==> src/rtl/knight_anim.sv <==
// Knight sprite animation controller: picks the sprite ROM frame for the
// player's current action, runs the attack swing, and blinks after damage.
module knight_anim #(
   parameter int IDLE_TICKS = 8,
   parameter int WALK_TICKS = 4,
   parameter int ATK_TICKS  = 3,
   parameter int HURT_TICKS = 60
) (
   input  logic       frame_clk,
   input  logic       Reset_n,
   input  logic [3:0] Player_Status,
   input  logic       Inverse,
   input  logic [3:0] Player_Life,
   output logic [4:0] Sprite_Index,
   output logic       Mirror,
   output logic       Flash,
   output logic       Attack_Active,
   output logic       Attack_Done,
   output logic       Dead
);

   // Jump/fall hold frame 0 for a fixed 4 ticks before settling on frame 1.
   localparam int AIR_TICKS = 4;
   localparam int TICK_MAX_A = (IDLE_TICKS > WALK_TICKS) ? IDLE_TICKS : WALK_TICKS;
   localparam int TICK_MAX_B = (ATK_TICKS > AIR_TICKS) ? ATK_TICKS : AIR_TICKS;
   localparam int TICK_MAX   = (TICK_MAX_A > TICK_MAX_B) ? TICK_MAX_A : TICK_MAX_B;
   localparam int TW = (TICK_MAX > 1) ? $clog2(TICK_MAX) : 1;
   localparam int HW = $clog2(HURT_TICKS + 1);

   localparam logic [TW-1:0] IDLE_LAST = TW'(IDLE_TICKS - 1);
   localparam logic [TW-1:0] WALK_LAST = TW'(WALK_TICKS - 1);
   localparam logic [TW-1:0] ATK_LAST  = TW'(ATK_TICKS - 1);
   localparam logic [TW-1:0] AIR_LAST  = TW'(AIR_TICKS - 1);
   localparam logic [HW-1:0] HURT_LOAD = HW'(HURT_TICKS);

   typedef enum logic [2:0] {IDLE, WALK, JUMP, FALL, ATTACK, DEAD} state_t;

   state_t          state_reg, state_next, mapped;
   logic [2:0]      frame_reg, frame_next;
   logic [TW-1:0]   tick_reg, tick_next;
   logic [HW-1:0]   hurt_cnt, hurt_cnt_next;
   logic [3:0]      life_q;
   logic            capture;
   logic [4:0]      base_next, index_next;
   logic            mirror_next, flash_next, active_next, done_next, dead_next;

   function automatic state_t map_status(input logic [3:0] s);
      case (s)
         4'd1:    return WALK;
         4'd2:    return JUMP;
         4'd3:    return FALL;
         4'd4:    return ATTACK;
         default: return IDLE;
      endcase
   endfunction

   // Next state, frame and tick; capture marks the tick a new swing begins.
   always_comb begin
      state_next = state_reg;
      frame_next = frame_reg;
      tick_next  = tick_reg;
      capture    = 1'b0;
      mapped     = map_status(Player_Status);
      if (Player_Life == 4'd0) begin
         state_next = DEAD;
         frame_next = 3'd0;
         tick_next  = '0;
      end else begin
         case (state_reg)
            DEAD: begin
               state_next = IDLE;
               frame_next = 3'd0;
               tick_next  = '0;
            end
            ATTACK: begin
               if (tick_reg == ATK_LAST) begin
                  tick_next = '0;
                  if (frame_reg == 3'd4) begin
                     state_next = mapped;
                     frame_next = 3'd0;
                     capture    = (mapped == ATTACK);
                  end else begin
                     frame_next = frame_reg + 3'd1;
                  end
               end else begin
                  tick_next = tick_reg + TW'(1);
               end
            end
            default: begin
               if (mapped != state_reg) begin
                  state_next = mapped;
                  frame_next = 3'd0;
                  tick_next  = '0;
                  capture    = (mapped == ATTACK);
               end else begin
                  case (state_reg)
                     IDLE: begin
                        if (tick_reg == IDLE_LAST) begin
                           tick_next  = '0;
                           frame_next = (frame_reg == 3'd3) ? 3'd0 : frame_reg + 3'd1;
                        end else begin
                           tick_next = tick_reg + TW'(1);
                        end
                     end
                     WALK: begin
                        if (tick_reg == WALK_LAST) begin
                           tick_next  = '0;
                           frame_next = (frame_reg == 3'd5) ? 3'd0 : frame_reg + 3'd1;
                        end else begin
                           tick_next = tick_reg + TW'(1);
                        end
                     end
                     JUMP, FALL: begin
                        if (frame_reg == 3'd0) begin
                           if (tick_reg == AIR_LAST) begin
                              tick_next  = '0;
                              frame_next = 3'd1;
                           end else begin
                              tick_next = tick_reg + TW'(1);
                           end
                        end
                     end
                     default: ;
                  endcase
               end
            end
         endcase
      end
   end

   // Hurt window and the output values that will be registered this tick.
   always_comb begin
      hurt_cnt_next = '0;
      if (Player_Life == 4'd0)
         hurt_cnt_next = '0;
      else if (Player_Life < life_q)
         hurt_cnt_next = HURT_LOAD;
      else if (hurt_cnt != '0)
         hurt_cnt_next = hurt_cnt - HW'(1);

      case (state_next)
         WALK:    base_next = 5'd4;
         JUMP:    base_next = 5'd10;
         FALL:    base_next = 5'd12;
         ATTACK:  base_next = 5'd14;
         DEAD:    base_next = 5'd19;
         default: base_next = 5'd0;
      endcase
      index_next  = base_next + {2'b00, frame_next};
      mirror_next = (state_next == ATTACK && !capture && state_reg == ATTACK) ? Mirror : Inverse;
      flash_next  = (state_next != DEAD) && (hurt_cnt_next != '0) && hurt_cnt_next[2];
      active_next = (state_next == ATTACK) && (frame_next == 3'd1 || frame_next == 3'd2);
      done_next   = (state_next == ATTACK) && (frame_next == 3'd4) && (tick_next == ATK_LAST);
      dead_next   = (state_next == DEAD);
   end

   // State, counters and registered outputs; reset aborts any swing or blink.
   always_ff @(posedge frame_clk or negedge Reset_n) begin
      if (!Reset_n) begin
         state_reg     <= IDLE;
         frame_reg     <= 3'd0;
         tick_reg      <= '0;
         hurt_cnt      <= '0;
         life_q        <= 4'd0;
         Sprite_Index  <= 5'd0;
         Mirror        <= 1'b0;
         Flash         <= 1'b0;
         Attack_Active <= 1'b0;
         Attack_Done   <= 1'b0;
         Dead          <= 1'b0;
      end else begin
         state_reg     <= state_next;
         frame_reg     <= frame_next;
         tick_reg      <= tick_next;
         hurt_cnt      <= hurt_cnt_next;
         life_q        <= Player_Life;
         Sprite_Index  <= index_next;
         Mirror        <= mirror_next;
         Flash         <= flash_next;
         Attack_Active <= active_next;
         Attack_Done   <= done_next;
         Dead          <= dead_next;
      end
   end

endmodule

==> config.mk <==
export PLATFORM = sky130hd
export DESIGN_NAME = knight_anim
export DESIGN_NICKNAME = d
export VERILOG_FILES = /design/src/rtl/knight_anim.sv
export SDC_FILE = /design/constraint.sdc
export NUM_CORES = 1
export LEC_CHECK = 0
export CAP_MARGIN = 30
export CORE_MARGIN = 3
export CORE_UTILIZATION = 40
export CTS_BUF_LIST = sky130_fd_sc_hd__clkbuf_4
export DETAILED_ROUTE_END_ITERATION = 10
export MAX_ROUTING_LAYER = met4
export PLACE_DENSITY_LB_ADDON = 0.1
export SLEW_MARGIN = 10
export SYNTH_ARGS = -nofsm -noshare
export SYNTH_HDL_FRONTEND = slang
export SYNTH_SLANG_ARGS = --single-unit
==> constraint.sdc <==
create_clock -name frame_clk -period 2.79 [get_ports frame_clk]
set_input_delay 0.837 -clock frame_clk [delete_from_list [all_inputs] [get_ports frame_clk]]
set_output_delay 0.837 -clock frame_clk [all_outputs]
set_load 0.1 [all_outputs]
# After elaboration in Yosys (flattened, before gate mapping)
# Cells that the tools add are included.
[word_totals]
out_inout_bits = 10
in_bits = 11
wordCells = 93
reg_bits = 29
[op_classes]
n_eq_ne = 27
reduce_logical = 15
magnitude_cmp = 1
addsub = 4
mux = 35
[op_table]
columns = ["operator", "count"]
rows = [
  ["$mux W3", 20],
  ["$eq A3 B2 Y1 const B", 9],
  ["$eq A3 B3 Y1 const B", 9],
  ["$pmux W5 S5", 1],
  ["$mux W6", 3],
  ["$pmux W3 S2", 3],
  ["$pmux W3 S3", 2],
  ["$pmux W3 S4", 1],
  ["$reduce_bool A6 Y1", 2],
  ["$eq A3 B1 Y1 const B", 3],
  ["$eq A4 B2 Y1 const B", 2],
  ["$logic_and A1 B1 Y1", 7],
  ["$add A3 B1 Y3 const B", 2],
  ["$logic_not A3 Y1", 2],
  ["$sub A6 B1 Y6 const B", 1],
  ["$add A5 B3 Y5", 1],
  ["$eq A4 B1 Y1 const B", 1],
  ["$eq A4 B3 Y1 const B", 1],
  ["$logic_not A4 Y1", 1],
  ["$lt A4 B4 Y1", 1],
  ["$mux W1", 4],
  ["$ne A3 B3 Y1", 1],
  ["$ne A3 B3 Y1 const B", 1],
  ["$pmux W1 S2", 1],
  ["other kinds (3)", 3],
]

# Logic depth before layout (Yosys ltp)
# Gate-level depths: netlist (run 1).
[logic_depth]
word_depth = 10
mapped_depth = 11
mapped_depth_nobuf = 11

# Worst setup path before layout (run 1)
# Ideal clock, no wire load.
[synth_path]
path_type = "input -> register"
from = "input Player_Status[0]"
to = "register Sprite_Index[3]"
cell_stages = 8
arrival_time_ns = 2.869
required_time_ns = 2.711
setup_time_ns = 0.079
path_buffers = 0
setup_slack_ns = -0.158
path_cell_list = "nor4b_2 mux2_4 a311oi_4 a22o_1 ha_1 a21o_1 a21oi_1 xor2_1"
[synth_via]
elab_cells_between_ends = 21
cone_classes = "add/sub: 1; eq/ne: 10; mux: 10"
[synth_lines]
columns = ["item", "line", "text"]
rows = [
  ["from (decl)", "11", "input logic [3:0] Player_Status,"],
  ["$eq A4 B3 Y1, or another cell as far along", "48", "case (s)"],
  ["$pmux W3 S4 *", "48", ""],
  ["$ne A3 B3 Y1 *", "90", "if (mapped != state_reg) begin"],
  ["$mux W3 *", "90", ""],
  ["$pmux W3 S2 *", "69", "case (state_reg)"],
  ["$mux W3 *", "64", "if (Player_Life == 4'd0) begin"],
  ["net frame_next[1]", "39", "logic [2:0] frame_reg, frame_next;"],
  ["$add A5 B3 Y5 *", "149", "index_next = base_next + {2'b00, frame_next};"],
  ["net index_next[3]", "44", "logic [4:0] base_next, index_next;"],
  ["to (signal assigned)", "177", "Sprite_Index <= index_next;"],
  ["to (decl)", "14", "output logic [4:0] Sprite_Index,"],
]
# Mark *: on every way through the listed nets, which the timed path passes. The rest lies on a longest branch.
# A chain may end at the register's enable or synchronous reset.

# Worst setup path in the final report (run 1)
[layout_path]
from = "input Player_Status[1]"
to = "register Sprite_Index[3]"
# The elaborated chain is that of the path after synthesis.

==> results.json, run 1 <==
{
  "clkLatencyLatePin_ns": 0.33,
  "start_util_pct": 42.26,
  "crit_chain": "dlygate4sd2_1 > nor4b_4 > mux2_4 > a311oi_4 > a22o_1 > ha_1 > a21o_1 > a21oi_2 > xor2_1",
  "relSlewSlack_pct": 62.07,
  "period_share_pct": 96.40,
  "holdPathEnd": "hurt_cnt[0]",
  "grt_first_pass_wirelength_mm": 7.507,
  "ant_nets": 0,
  "drive_gt1_share_pct": 29.64,
  "antenna_found_initial": 0,
  "io-pin-count": 21,
  "vias": 1623,
  "placementRows": 24,
  "syn_avg_cell_area_sq_um": 9.782,
  "syn_area_sq_um": 1878,
  "hp-class": "register to register",
  "drv_cap": 0,
  "grt_max_degree": 30,
  "grt_pass1_vias": 1667,
  "crit_path_max_incr_delay_ns": 0.35,
  "routed.top_layer": "met4",
  "design_area_sq_um": 2496,
  "clock.fmax_mhz": 371.8,
  "synthFlopType": "dfrtp_1",
  "dp_worst_setup_slack_ns": -0.5434,
  "fp.dieH_microns": 74.52,
  "port_buffers": 20,
  "synth_cell_types": 47,
  "worstRegToRegCells": 11,
  "yosysSeqAreaShare_pct": 38.64,
  "largest_registers": "hurt_cnt x6, Sprite_Index x5, life_q x4",
  "ys_seq_elements": 29,
  "irDropWorstVdd_v": 0.0006101,
  "yosysWarnings": 0,
  "tightest_slew_ns": 0.5690,
  "path_buf_inv": 1,
  "path_delay_family": "compound AO/OA/AOI/OAI gates",
  "yosysTopAreaCell": "dfrtp_1",
  "grt_use_total_pct": 18.52,
  "first_pass_iters": 4,
  "p_leak_uw": 0.001230,
  "required_ns": 3.05,
  "cp-end-kind": "register",
  "die-area_sq_um": 5553,
  "initialDrtViolationCount": 32,
  "place_hpwl_mm": 3.609,
  "r2r-start": "tick_reg[1]",
  "cts_buffers": 5,
  "drc": 0,
  "synth_top_area_share_pct": 38.64,
  "hold_viol_final": 0,
  "yosys-top-cells-area": "dfrtp_1 39%, ha_1 13%, a21oi_1 4.3%",
  "n_antenna_cell": 0,
  "routed_via_density": 5.321,
  "rrSetupSlack_ns": 0.17,
  "die_x_microns": 74.52,
  "min_from": "hurt_cnt[0]",
  "grt_overflow": 0,
  "largest_reg_flops": 6,
  "slew_viol_final": 0,
  "regMostFlops": "hurt_cnt",
  "multi_input_area_sq_um": 1099,
  "clk_path_buf_depth": 2,
  "cp_max_fo": 4,
  "core_area_sq_um": 4444,
  "status": "finished clean",
  "syn_nets": 223,
  "htree_levels": 2,
  "regArea_sq_um": 725.7,
  "cts_tree": "done",
  "setup_viol": 0,
  "power_density_nw_per_um2": 854.6,
  "finClkSkew_ns": 0.01133,
  "critPathSlowestCell": "mux2_4",
  "clockRootBuffer": "clkbuf_4",
  "gp_congestion": 0.9206,
  "arrival_ns": 2.95,
  "dr_wl_met2_mm": 2.471,
  "fin_ws_ns": 0.1004,
  "synth-async-reset-ratio_pct": 100.0,
  "synth-edff-count": 0,
  "met1Wirelength_mm": 1.857,
  "wl_mm": 4.553,
  "r2r-end": "Sprite_Index[4]",
  "dr_wl_met3_microns": 176,
  "clock-sinks": 29,
  "nets": 283,
  "synth_cells": 192,
  "min_delay_path_depth": 1,
  "avgRoutedWirePerCell_microns": 14.93,
  "final.min_clock_period_ns": 2.690,
  "critPathKind": "primary input to register",
  "n_fill_cell": 410,
  "power.total_uw": 2133,
  "dpl_cell_area_sq_um": 2352,
  "synthToLayoutAreaGrowth_pct": 32.91,
  "clkSlewWorstSetupHoldPaths_ns": 0.10,
  "startpoint_type": "primary input"
}
[worst max path at each step]
stage | cells past startpoint | slack, ns | to | start
4_1_cts | 9 | 0.02 | Sprite_Index[3] | Player_Status[1]
3_3_place_gp | 8 | -0.46 | Sprite_Index[3] | Player_Life[0]
3_5_place_dp | 7 | -0.54 | Sprite_Index[1] | Player_Status[0]
6_report | 9 | 0.10 | Sprite_Index[3] | Player_Status[1]
2_1_floorplan | 8 | -0.009 | Sprite_Index[3] | Player_Status[0]
5_1_grt | 9 | -0.01 | Sprite_Index[3] | Player_Status[1]
[per-layer routing]
metal | up-vias | GRT usage (%)
met3 | 5 | 3.649
met4 | 0 | 5.138
met5 | - | -
met1 | 792 | 21.00
li1 | 795 | -
met2 | 31 | 32.98
[cells in the final DEF, fill, tap and decap left out, types with 2 or more instances in the layout]
| cell | instances |
|---|---|
| nor2_1 | 15 |
| a21oi_2 | 2 |
| inv_1 | 16 |
| nor3b_1 | 3 |
| a21o_1 | 4 |
| clkdlybuf4s50_1 | 2 |
| dlygate4sd2_1 | 7 |
| xnor2_1 | 4 |
| mux2i_1 | 3 |
| clkbuf_4 | 5 |
| nand2b_1 | 6 |
| o21ai_0 | 5 |
| o221ai_1 | 2 |
| nand3_1 | 2 |
| mux2_2 | 2 |
| nand4_1 | 4 |
| xor2_1 | 4 |
| nand4b_1 | 3 |
| ha_1 | 18 |
| dfrtp_1 | 29 |
| a21oi_1 | 14 |
| buf_4 | 49 |
| nor2b_1 | 2 |
| nand2_1 | 14 |
| nor3_1 | 3 |
| a211o_1 | 2 |
[what timing repair did]
item / CTS / global route
hold buffers: 0 / 0
setup endpoints to repair: 4 / 2
resized for setup: 12 / 2
pin swaps: 7 / 8
buffers inserted: 4 / 3
[where the power goes]
group	leakage [uW]	total, uW	switching [uW]	internal [uW]
clock	0.0000389	339	153	185
combinational	0.000836	1210	756	449
sequential	0.000355	589	71.8	518
[final cells by class]
class | count | area share, %
Tap cell | 52 | 2.607
Timing Repair Buffer | 59 | 18.50
Multi-Input combinational cell | 140 | 44.01
Inverter | 17 | 2.657
Clock inverter | 3 | 1.654
Clock buffer | 5 | 1.504
Sequential cell | 29 | 29.07
[per-stage QoR]
| step | util, % | hold WS (ns) | instances | TNS (ns) |
|---|---|---|---|---|
| finish | 56.17 | 0.4613 | 305 | 0 |
| global route | 56.17 | 0.4865 | 305 | -0.01194 |
| detailed placement | 52.93 | 0.4556 | 290 | -2.738 |
| CTS | 55.60 | 0.4678 | 302 | 0 |
| global placement | 52.93 | 0.4457 | 290 | -2.229 |
| floorplan | - | 0.4246 | 192 | -0.008616 |
[synth_stat cells (all sizes together) (2+ instances only)]
library cell / count
a211o: 2
a21o: 4
a21oi: 16
and2: 2
buf: 5
dfrtp: 29
ha: 19
inv: 17
mux2: 3
mux2i: 3
nand2: 14
nand2b: 6
nand3: 2
nand4: 4
nand4b: 3
nor2: 16
nor2b: 2
nor3: 3
nor3b: 4
nor4b: 2
o21ai: 6
o221ai: 2
xnor2: 4
xor2: 4
[kinds of logic after synthesis]
kind of cell,Yosys count,share of synthesized area [%]
xor gates and xnor gates,8,3.730
buffers and inverters,23,4.930
AOI/OAI and AO/OA,43,16.26
and+or+nand+nor,63,19.12
DFF,29,38.64
muxes,6,3.597
adders and majority gates,20,13.72
Note: power is estimated with default switching activity, not from simulation.
==> run 2, diff against run 1 <==
--- a/config.mk
+++ b/config.mk
@@ -6,10 +6,10 @@
 export NUM_CORES = 1
 export LEC_CHECK = 0
 export CAP_MARGIN = 30
-export CORE_MARGIN = 3
 export CORE_UTILIZATION = 40
 export CTS_BUF_LIST = sky130_fd_sc_hd__clkbuf_4
 export DETAILED_ROUTE_END_ITERATION = 10
+export GPL_TIMING_DRIVEN = 0
 export MAX_ROUTING_LAYER = met4
 export PLACE_DENSITY_LB_ADDON = 0.1
 export SLEW_MARGIN = 10
==> run 2 against run 1 <==
- final cell count shrank 7.5%
- wire length is 5.0% lower
- sequential power about the same
- non-clock buffer count shrank 23
- maximum frequency is 0.81% lower
- final area is 5.2% lower
- combinational power down 4%
- clock power is 1% higher
- setup slack got worse by 0.022 ns
- register-to-register slack about the same
- critical path depth stayed put
- critical path type unchanged
- critical endpoint is now Sprite_Index[4]
- largest power group unchanged
==> results.json, run 2 (same netlist as run 1, synthesis figures left out) <==
{
  "cp-end-kind": "register",
  "regMostFlops": "hurt_cnt",
  "critPathKind": "primary input to register",
  "gp_congestion": 0.8766,
  "antenna_found_initial": 0,
  "htree_levels": 2,
  "clk_path_buf_depth": 2,
  "hold_viol_final": 0,
  "grt_max_degree": 30,
  "core_area_sq_um": 4444,
  "slew_viol_final": 0,
  "drive_gt1_share_pct": 21.74,
  "power_density_nw_per_um2": 883.7,
  "power.internal_uw": 1109,
  "vias": 1507,
  "dpl_cell_area_sq_um": 2171,
  "grt_pass1_vias": 1554,
  "pwr-share-clk_pct": 16.5,
  "irDropWorstVdd_v": 0.0006385,
  "status": "finished clean",
  "finalCoreUtilization_pct": 53.24,
  "n_antenna_cell": 0,
  "routed_via_density": 5.344,
  "setup_tns_ns": 0,
  "nets": 260,
  "hold_buffers": 0,
  "swShare_pct": 46.95,
  "placementRows": 24,
  "initialDrtViolationCount": 78,
  "grt_overflow": 0,
  "tightest_slew_ns": 0.9738,
  "first_pass_iters": 4,
  "start_util_pct": 42.26,
  "die_x_microns": 70.52,
  "port_buffers": 20,
  "n_fill_cell": 409,
  "clkSlewWorstSetupHoldPaths_ns": 0.10,
  "largest_reg_flops": 6,
  "layout_commonest_cell": "dfrtp_1",
  "min_delay_path_depth": 1,
  "setup_viol": 0,
  "grt_use_total_pct": 20.06,
  "cp_max_fo": 5,
  "pwr-share-comb_pct": 55.4,
  "design_area_sq_um": 2366,
  "final.min_clock_period_ns": 2.712,
  "io-pin-count": 21,
  "wl_mm": 4.324,
  "avgRoutedWirePerCell_microns": 15.33,
  "synthToLayoutAreaGrowth_pct": 25.98,
  "cts_tree": "done",
  "period_share_pct": 97.19,
  "multi_input_area_sq_um": 1137,
  "r2r-start": "tick_reg[0]",
  "fp.dieH_microns": 70.52,
  "hp-class": "register to register",
  "required_ns": 3.01,
  "clkLatencyLatePin_ns": 0.33,
  "hold_ws_ns": 0.4615,
  "regArea_sq_um": 726.9,
  "power.switching_uw": 981.7,
  "min_from": "hurt_cnt[0]",
  "seq_power_share_pct": 28.2,
  "arrival_ns": 2.93,
  "final_cell_mix": "28 x dfrtp_1, 17 x inv_1, 17 x ha_1",
  "die-area_sq_um": 4973,
  "p_leak_uw": 0.001102,
  "drv_cap": 0,
  "finClkSkew_ns": 0.003583,
  "r2r-end": "Sprite_Index[4]",
  "largest_registers": "hurt_cnt x6, Sprite_Index x5, life_q x4",
  "clock-sinks": 29,
  "cts_buffers": 5,
  "clock.fmax_mhz": 368.8,
  "rrSetupSlack_ns": 0.18,
  "drc": 0,
  "clockRootBuffer": "clkbuf_4",
  "ant_nets": 0,
  "startpoint_type": "primary input",
  "grt_first_pass_wirelength_mm": 7.369,
  "relSlewSlack_pct": 34.87,
  "place_hpwl_mm": 3.108,
  "worstRegToRegCells": 10,
  "holdPathEnd": "hurt_cnt[0]"
}
==> run 2: changes by cell type in the layout (fill, tap and decap cells not counted), sizes merged <==
cell / before / now
buf: 49 / 18
clkdlybuf4s50: 2 / 11
dlygate4sd2: 7 / 3
clkdlybuf4s15: 0 / 3
clkbuf: 5 / 6
dlymetal6s2s: 1 / 0
==> run 2: power groups by stage <==
| stage | Clock [uW] | Sequential, uW | Combinational (uW) |
|---|---|---|---|
| after floorplan | 0 | 912 | 492 |
| after global placement | 0 | 597 | 1040 |
| after detailed placement | 0 | 600 | 1050 |
| after CTS | 356 | 593 | 1100 |
| after global routing | 373 | 603 | 1260 |
| final | 344 | 589 | 1160 |
==> run 2: per-stage QoR <==
stage | setup slack, ns | std cells | total power, uW
2_1_floorplan | -0.008616 | 192 | 1404
3_3_place_gp | -0.8174 | 264 | 1635
3_5_place_dp | -0.8620 | 264 | 1655
4_1_cts | 0.002585 | 279 | 2052
5_1_grt | -0.008274 | 282 | 2233
6_report | 0.07844 | 282 | 2091
==> run 2: worst max path at each step <==
stage / slack [ns] / to / cells after the start / start
CTS: 0.003 / Sprite_Index[3] / 9 / Player_Life[2]
global placement: -0.82 / Sprite_Index[3] / 9 / Player_Status[0]
global route: -0.008 / Sprite_Index[3] / 9 / Player_Status[2]
floorplan: -0.009 / Sprite_Index[3] / 8 / Player_Status[0]
finish: 0.08 / Sprite_Index[4] / 9 / Player_Life[3]
detailed placement: -0.86 / Sprite_Index[3] / 9 / Player_Status[0]
==> run 2: metal layers <==
layer  GRT usage (%)  share of wire (%)
met5               -                  0
met4           5.896                1.1
met3           4.473                3.4
met2           31.61                 49
met1           25.87                 47
==> run 2: area by class of cell <==
| cell class | count | share of cell area (%) |
|---|---|---|
| Sequential cell | 29 | 30.72 |
| Clock inverter | 3 | 1.745 |
| Multi-Input combinational cell | 140 | 48.07 |
| Buffer | 5 | 1.058 |
| Tap cell | 52 | 2.750 |
| Clock buffer | 5 | 1.586 |
| Timing Repair Buffer | 31 | 11.37 |
| Inverter | 17 | 2.697 |
==> run 2: worst max-delay path, cell delays in order <==
cell	delay, ns
dlygate4sd2_1	0.26
or4_4	0.54
inv_1	0.14
a311oi_4	0.08
a32o_2	0.34
ha_4	0.17
fa_2	0.37
a21oi_2	0.12
o21ai_1	0.06
==> run 2: timing repair <==
action                     4_1_cts  5_1_grt
resized for setup               19       12
setup endpoints to repair        6        4
buffers inserted                 7        4
gates cloned                     0        0
pin swaps                        8       11
==> run 3, diff against run 2 <==
--- a/config.mk
+++ b/config.mk
@@ -5,7 +5,7 @@
 export SDC_FILE = /design/constraint.sdc
 export NUM_CORES = 1
 export LEC_CHECK = 0
-export CAP_MARGIN = 30
+export CAP_MARGIN = 40
 export CORE_UTILIZATION = 40
 export CTS_BUF_LIST = sky130_fd_sc_hd__clkbuf_4
 export DETAILED_ROUTE_END_ITERATION = 10
==> run 3 against run 2 <==
- total power rose by 2.4%
- critical path depth did not move
- non-clock buffer count rose by 10
- utilization rose by 3.0 points
- die area did not move
- global-route usage rose by 1.4 points
- clock-buffer cell count rose by 1
- sequential cell count did not move
- clock skew rose by 0.0023 ns
- critical endpoint is now Sprite_Index[3]
- largest cell class unchanged
==> results.json, run 3 (same netlist as run 1, synthesis figures left out) <==
{
  "status": "finished clean",
  "rsz0062_at_grt": "true",
  "die_x_microns": 70.52,
  "vias": 1605,
  "path_delay_family": "simple AND/OR/NAND/NOR gates",
  "cts_tree": "done",
  "arrival_ns": 3.01,
  "drive_gt1_share_pct": 26.78,
  "tightest_slew_ns": 0.6678,
  "cp-end-kind": "register",
  "routed_via_density": 5.515,
  "critPathKind": "primary input to register",
  "avgRoutedWirePerCell_microns": 15.73,
  "fin_ws_ns": 0.04102,
  "crit_chain": "clkdlybuf4s15_1 > or4_4 > clkbuf_16 > and4_4 > a211o_1 > ha_1 > a21o_1 > a21oi_2 > xor2_1",
  "multi_input_area_sq_um": 1137,
  "first_pass_iters": 4,
  "placementRows": 24,
  "irDropWorstVdd_v": 0.0007186,
  "core_area_sq_um": 4444,
  "nets": 270,
  "drc": 0,
  "grt_overflow": 0,
  "setup_viol": 0,
  "htree_levels": 2,
  "hold_buffers": 0,
  "power_density_nw_per_um2": 857.0,
  "hp-class": "register to register",
  "gp_congestion": 0.8766,
  "die-area_sq_um": 4973,
  "io-pin-count": 21,
  "initialDrtViolationCount": 76,
  "required_ns": 3.05,
  "clkSlewWorstSetupHoldPaths_ns": 0.09,
  "critPathSlowestCell": "or4_4",
  "n_fill_cell": 409,
  "grt_max_degree": 30,
  "regMostFlops": "hurt_cnt",
  "final_cell_mix": "28 x dfrtp_1, 17 x inv_1, 16 x ha_1",
  "startpoint_type": "primary input",
  "clock-sinks": 29,
  "crit_path_max_incr_delay_ns": 0.51,
  "antenna_found_initial": 0,
  "clkLatencyLatePin_ns": 0.33,
  "grt_first_pass_wirelength_mm": 7.893,
  "largest_registers": "hurt_cnt x6, Sprite_Index x5, life_q x4",
  "largest_reg_flops": 6,
  "relSlewSlack_pct": 55.48,
  "slew_viol_final": 0,
  "layout_commonest_cell": "dfrtp_1",
  "n_antenna_cell": 0,
  "ant_nets": 0,
  "power.total_uw": 2140,
  "drv_cap": 0,
  "cp_max_fo": 4,
  "clockRootBuffer": "clkbuf_4",
  "start_util_pct": 42.26,
  "final.min_clock_period_ns": 2.749,
  "regArea_sq_um": 726.9,
  "cts_buffers": 5,
  "clk_path_buf_depth": 2,
  "port_buffers": 20,
  "wl_mm": 4.577,
  "path_buf_inv": 2,
  "grt_pass1_vias": 1666,
  "place_hpwl_mm": 3.238,
  "finClkSkew_ns": 0.005912,
  "clock.fmax_mhz": 363.8,
  "hold_viol_final": 0,
  "dp_worst_setup_slack_ns": -0.8695,
  "grt_use_total_pct": 21.47,
  "period_share_pct": 98.53,
  "p_leak_uw": 0.001174,
  "synthToLayoutAreaGrowth_pct": 32.98,
  "fp.dieH_microns": 70.52
}
## run 3: power breakdown
group	switching, uW	internal, uW	total [uW]
Sequential	77.5	519	596
Combinational	774	519	1290
Clock	150	101	251
Total	1000	1140	2140
## run 3: final timing paths
check | start | endpoint | slack (ns) | depth (start not counted)
hold / removal | hurt_cnt[0] | hurt_cnt[0] | 0.45 | 1
setup / recovery | Player_Life[3] | Sprite_Index[3] | 0.04 | 9
max in group asynchronous | Reset_n | tick_reg[0] | 1.80 | 1
hold reg to reg | hurt_cnt[0] | hurt_cnt[0] | 0.45 | 1
setup reg to reg | tick_reg[0] | Sprite_Index[4] | 0.16 | 10
min in group asynchronous | Reset_n | frame_reg[1] | 0.53 | 1
## run 3: metrics by stage
step                instance area (sq um)  cells  hold WS (ns)  util, %  setup TNS [ns]
floorplan                            1911    192        0.4246        -       -0.008616
global placement                     2176    264        0.4438    48.96          -4.148
detailed placement                   2321    274        0.4495    52.22          -4.701
CTS                                  2474    289        0.4618    55.66               0
global route                         2497    291        0.4796    56.19        -0.02489
finish                               2497    291        0.4539    56.19               0
## run 3: final cells by class
class / count / share of cell area [%]
Multi-Input combinational cell: 140 / 45.54
Sequential cell: 29 / 29.11
Timing Repair Buffer: 40 / 16.23
Tap cell: 52 / 2.605
Inverter: 17 / 2.555
Buffer: 6 / 2.004
Clock buffer: 6 / 1.804
Clock inverter: 1 / 0.1503
## run 3: repair_timing
item / 4_1_cts / 5_1_grt
gates resized for setup: 23 / 12
pin swaps: 11 / 8
endpoints found under the setup margin: 6 / 4
setup buffers: 8 / 2
## run 3: worst reg2reg max path, cell delays in order, from the launching register on
cell and delay (ns):
dfrtp_2 0.45, ha_2 0.22, ha_2 0.22, mux2_2 0.20
nor3b_4 0.23, o221ai_1 0.15, a22o_4 0.29, buf_4 0.15
fa_2 0.38, a21oi_2 0.14, o21ai_1 0.09
## run 3: routing by layer
| layer | routed length [microns] | global-route usage (%) |
|---|---|---|
| met1 | 2108 | 26.56 |
| met2 | 2233 | 34.20 |
| met3 | 152 | 5.195 |
| met4 | 83 | 7.710 |
| met5 | 0 | - |
